===== src/rtl/colour_fader.sv =====
// Per-channel colour fader: accepts a target colour and ramps the registered
// output toward it by STEP_SIZE every STEP_COUNTS clocks, feeding the PWM stage.
module colour_fader #(
  parameter int SYS_CLK_FREQ = 100_000_000,
  parameter int FADE_STEP_HZ = 1_000,
  parameter int BIT_W        = 8,
  parameter int STEP_SIZE    = 1
) (
  input  logic             clk_in,
  input  logic             n_reset_in,
  input  logic [BIT_W-1:0] target_colour_in,
  input  logic             target_valid_in,
  output logic             target_ready_out,
  input  logic             abort_in,
  output logic [BIT_W-1:0] colour_out,
  output logic             busy_out,
  output logic             done_out,
  output logic [1:0]       state_dbg_out
);

  localparam int STEP_COUNTS = SYS_CLK_FREQ / FADE_STEP_HZ;
  localparam int CNT_W       = $clog2(STEP_COUNTS + 1);
  localparam logic [CNT_W-1:0] CNT_LAST = CNT_W'(STEP_COUNTS - 1);
  localparam logic [BIT_W:0]   STEP_EXT = (BIT_W + 1)'(STEP_SIZE);

  if (STEP_COUNTS < 1) begin : g_bad_step_counts
    $fatal(1, "colour_fader: SYS_CLK_FREQ / FADE_STEP_HZ must be at least 1");
  end
  if (STEP_SIZE < 1 || STEP_SIZE > (2 ** BIT_W) - 1) begin : g_bad_step_size
    $fatal(1, "colour_fader: STEP_SIZE must lie in 1 .. 2**BIT_W-1");
  end

  // Handshake: a target is taken on a rising edge where target_valid_in and
  // target_ready_out are both high; ready is high only in IDLE, so requests
  // made while fading are simply not taken and must be held by the upstream.
  typedef enum logic [1:0] {
    IDLE      = 2'd0,
    FADE_UP   = 2'd1,
    FADE_DOWN = 2'd2
  } state_e;

  state_e           state_q, state_d;
  logic [CNT_W-1:0] cnt_q, cnt_d;
  logic [BIT_W-1:0] target_q, target_d;
  logic [BIT_W-1:0] colour_q, colour_d;
  logic             done_q, done_d;
  logic             pend_q, pend_d;

  logic [BIT_W:0]   colour_ext, target_ext, up_sum, down_diff;
  logic [BIT_W-1:0] up_next, down_next, step_next;
  logic             down_underflow, cnt_last;
  logic             accept_equal, fade_complete, done_req;

  // Step arithmetic is one bit wider than the colour so neither direction wraps.
  always_comb begin
    colour_ext     = {1'b0, colour_q};
    target_ext     = {1'b0, target_q};
    up_sum         = colour_ext + STEP_EXT;
    down_diff      = colour_ext - STEP_EXT;
    down_underflow = down_diff[BIT_W];
    up_next        = (up_sum >= target_ext) ? target_q : up_sum[BIT_W-1:0];
    down_next      = (down_underflow || (down_diff <= target_ext)) ? target_q
                                                                   : down_diff[BIT_W-1:0];
    step_next      = (state_q == FADE_UP) ? up_next : down_next;
    cnt_last       = (cnt_q == CNT_LAST);
  end

  always_comb begin
    state_d       = state_q;
    cnt_d         = cnt_q;
    target_d      = target_q;
    colour_d      = colour_q;
    accept_equal  = 1'b0;
    fade_complete = 1'b0;

    unique case (state_q)
      IDLE: begin
        if (target_valid_in) begin
          target_d = target_colour_in;
          cnt_d    = '0;
          if (target_colour_in > colour_q) begin
            state_d = FADE_UP;
          end else if (target_colour_in < colour_q) begin
            state_d = FADE_DOWN;
          end else begin
            accept_equal = 1'b1;
          end
        end
      end
      FADE_UP, FADE_DOWN: begin
        if (abort_in) begin
          state_d = IDLE;
          cnt_d   = '0;
        end else if (cnt_last) begin
          cnt_d    = '0;
          colour_d = step_next;
          if (step_next == target_q) begin
            state_d       = IDLE;
            fade_complete = 1'b1;
          end
        end else begin
          cnt_d = cnt_q + 1'b1;
        end
      end
      default: begin
        state_d = IDLE;
        cnt_d   = '0;
      end
    endcase
  end

  // A done request landing on the cycle right after a pulse is deferred one
  // cycle so done_out never stays high across two consecutive cycles.
  always_comb begin
    done_req = accept_equal | fade_complete | pend_q;
    done_d   = done_req & ~done_q;
    pend_d   = done_req & done_q;
  end

  always_ff @(posedge clk_in) begin
    if (!n_reset_in) begin
      state_q  <= IDLE;
      cnt_q    <= '0;
      target_q <= '0;
      colour_q <= '0;
      done_q   <= 1'b0;
      pend_q   <= 1'b0;
    end else begin
      state_q  <= state_d;
      cnt_q    <= cnt_d;
      target_q <= target_d;
      colour_q <= colour_d;
      done_q   <= done_d;
      pend_q   <= pend_d;
    end
  end

  assign target_ready_out = (state_q == IDLE);
  assign busy_out         = (state_q != IDLE);
  assign colour_out       = colour_q;
  assign done_out         = done_q;
  assign state_dbg_out    = state_q;

endmodule


===== config.mk =====
export PLATFORM = sky130hd
export DESIGN_NAME = colour_fader
export DESIGN_NICKNAME = d
export VERILOG_FILES = /design/src/rtl/colour_fader.sv
export SDC_FILE = /design/constraint.sdc
export NUM_CORES = 1
export LEC_CHECK = 0
export ABC_AREA = 0
export CAP_MARGIN = 30
export CORE_ASPECT_RATIO = 1.5
export CORE_UTILIZATION = 55
export CTS_BUF_LIST = sky130_fd_sc_hd__clkbuf_2 sky130_fd_sc_hd__clkbuf_4 sky130_fd_sc_hd__clkbuf_8
export DETAILED_ROUTE_END_ITERATION = 7
export PLACE_DENSITY = 0.83
export SETUP_SLACK_MARGIN = 0.15
export SKIP_LAST_GASP = 1
export SLEW_MARGIN = 20
export SYNTH_ARGS = -nofsm -noshare
export SYNTH_HDL_FRONTEND = slang
export SYNTH_SLANG_ARGS = --single-unit

===== constraint.sdc =====
create_clock -name clk_in -period 4 [get_ports clk_in]
set_clock_uncertainty 0.15 [all_clocks]
set_input_delay 0.8 -clock clk_in [delete_from_list [all_inputs] [get_ports clk_in]]
set_output_delay 0.8 -clock clk_in [all_outputs]
set_load 0.02 [all_outputs]

==> results.cfg <==
[synth]
synth_edf_count = 0
synthSimpleGateAreaFrac = 0.2566
ys_ff_latch = 37
yosysSeqAreaShare = 0.2562
yosys.area_share.xor_xnor = 0.1324
yosys-mux-area-fraction = 0.01774
synthTopCellsByCount = nand2_1 (44), nor2_1 (39), dfxtp_1 (37)
synth_compound_gate_area_share = 0.1640
ys_types = 58
async_reset_ff_frac = 0
yosysWarningCount = 0
syn_area_sq_um = 2892
synth_top_family_by_area = simple AND/OR/NAND/NOR gates
netlist.area_leader.share = 0.2562
synth_fa_ha_area_frac = 0.1212
syn_avg_cell_area_sq_um = 8.077
netlist_instances = 358
synth_most_common_cell = nand2_1
synth_area_leaders = dfxtp_1 (26%), ha_1 (12%), xnor2_1 (7.0%), nand2_1 (5.7%), nor2_1 (5.1%)
syn_nets = 398
synthFlopType = dfxtp_1
synth_top_cell_by_area = dfxtp_1

[min_path]
hold_start = done_out
hold_depth = 1
hold_path.class = register to register
min_to = done_out

[floorplan]
core_area_sq_um = 5085
dieArea_sq_um = 5557
core.rowCount = 32
dieHeight_um = 90.80
start_util = 0.5687
die_w_um = 61.20
io_pins = 25

[route]
drc = 0
drtPass1Iterations = 4
wl_um = 7923
initialDrtViolationCount = 146
vias_per_cell = 6.060
ant_nets = 0
num_vias = 2745
wl_per_cell_um = 17.49

[grt]
track_usage = 0.3176
grt_pass1_vias = 2768
antenna_found_initial = 0
grt_overflow = 0
grt_pass1_wl_um = 13210
grt_max_degree = 18

[power]
power_mw = 1.066
power_density_nw_per_um2 = 317.7
vdd_drop_max_mv = 0.3543
power.leakage_nw = 1.251

[placement]
dp_slack_ns = 0.3413
dp_hpwl_um = 6229
globalplace.congestion = 1.045
port_buffers = 24
place_area_sq_um = 3209

[clock_network]
htree_levels = 2
worstSkewPairLatency_ns = 0.30
cts_sinks = 37
cts_setup_buffers = 0
cts_made_buffers = 5
cts_root_buffer = clkbuf_8
cts_tree = done
cts.path.max_buffers = 2
clkTransAtPathRegs_ns = 0.08

[setup_path]
rr_endpoint = colour_out[6]
r2r_cells = 12
rrSetupSlack_ns = 0.35
arrival_ns = 3.71
cp_max_fo = 8
required_ns = 4.06
reg2reg_from = colour_out[2]
crit_type = register to register
cp-end-kind = register
start_kind = register

[cells_and_area]
layout-drive-gt1-share = 0.08312
finalInstanceArea_sq_um = 3354
nFillCells = 456
area_delta_synth_final_pct = 16.01
diodes = 0
nNetsFinal = 424

[timing]
max_freq_mhz = 273.8
fin_crit_ns = 3.652
tightest_slew_ns = 0.7634
setup_viol = 0
max_slew_margin = 0.4864
rsz0062_at_grt = no
setup-tns-final_ns = 0
maxSlewViolCount = 0
hold_violations = 0
holdWs_ns = 0.3144
fin_ws_ns = 0.3480
layout_worst_path_cycle_share = 0.9130

[job]
cap_violations = 0

[outcome]
status = complete, no violations
logic make-up after synthesis:
group	count (synthesis)
fa+ha+maj	28
buf+inv	37
flops	37
xor+xnor	39
mux	5
compound gates	63
simple gates	149
layout make-up:
type,instances,area [sq um],area share
tap,68,85.08,0.02536
clock buffer,6,82.58,0.02462
sequential,37,744.5,0.2219
clock inverter,2,37.54,0.01119
inverter,26,97.59,0.02909
multi-input combinational,284,2022,0.6028
timing repair buffer,30,285.3,0.08504
metrics by stage:
step                      std cells  utilization
after floorplan                 358            -
after global placement          445       0.6312
after detailed placement        445       0.6312
after CTS                       453       0.6548
after global routing            453       0.6597
final                           453       0.6597
how the worst max path moves through the flow:
stage | slack [ns] | end | cells past startpoint | from
2_1_floorplan | 0.41 | state_dbg_out[0] | 12 | colour_out[0]
3_5_place_dp | 0.34 | colour_out[7] | 13 | colour_out[0]
3_3_place_gp | 0.42 | done_out | 13 | colour_out[0]
4_1_cts | 0.31 | colour_out[7] | 13 | colour_out[0]
5_1_grt | 0.18 | colour_out[7] | 12 | colour_out[3]
6_report | 0.35 | colour_out[6] | 12 | colour_out[2]
layout by cell type, fill, tap and decap left out, drive strengths merged, types with 6 or more instances in the layout:
cell           count
nand2             44
nor2              39
dfxtp             37
ha                28
inv               25
clkdlybuf4s50     24
xnor2             23
a21oi             19
nand4             13
xor2              13
nor3              12
o21ai              9
nand3              8
nor4               7
clkbuf             6
buf                6
power by group:
part	internal [mW]	switching [mW]
logic	0.129	0.185
clock network	0.203	0.140
registers	0.385	0.0244
routing by layer:
metal / vias up / global-route usage / part of all wire
li1: 1320 / - / -
met1: 1302 / 0.3363 / 0.37
met2: 83 / 0.5272 / 0.51
met3: 40 / 0.05874 / 0.043
met4: 0 / 0.2367 / 0.077
met5: - / 0 / 0
registers in the layout, indices dropped and copies added, names as in the netlist:
name / flops
cnt_q: 17
colour_out: 8
done_out: 1
pend_q: 1
state_dbg_out: 2
target_q: 8
critical path: stages, from the launching register on:
cell       delay, ns
dfxtp_2         0.40
buf_4           0.19
nor3_2          0.20
and3_1          0.36
xnor2_1         0.24
ha_1            0.32
a31o_1          0.23
a21oi_1         0.12
a211o_1         0.20
o32ai_1         0.11
a2111oi_0       0.65
a311oi_1        0.11
a211oi_1        0.27
repair_timing:
item                                   CTS  global route
endpoints found under the hold margin    0             0
hold buffers                             0             0
setup endpoints to repair                0             9
resized for setup                        0             6
(Power assumes the default switching activity.)
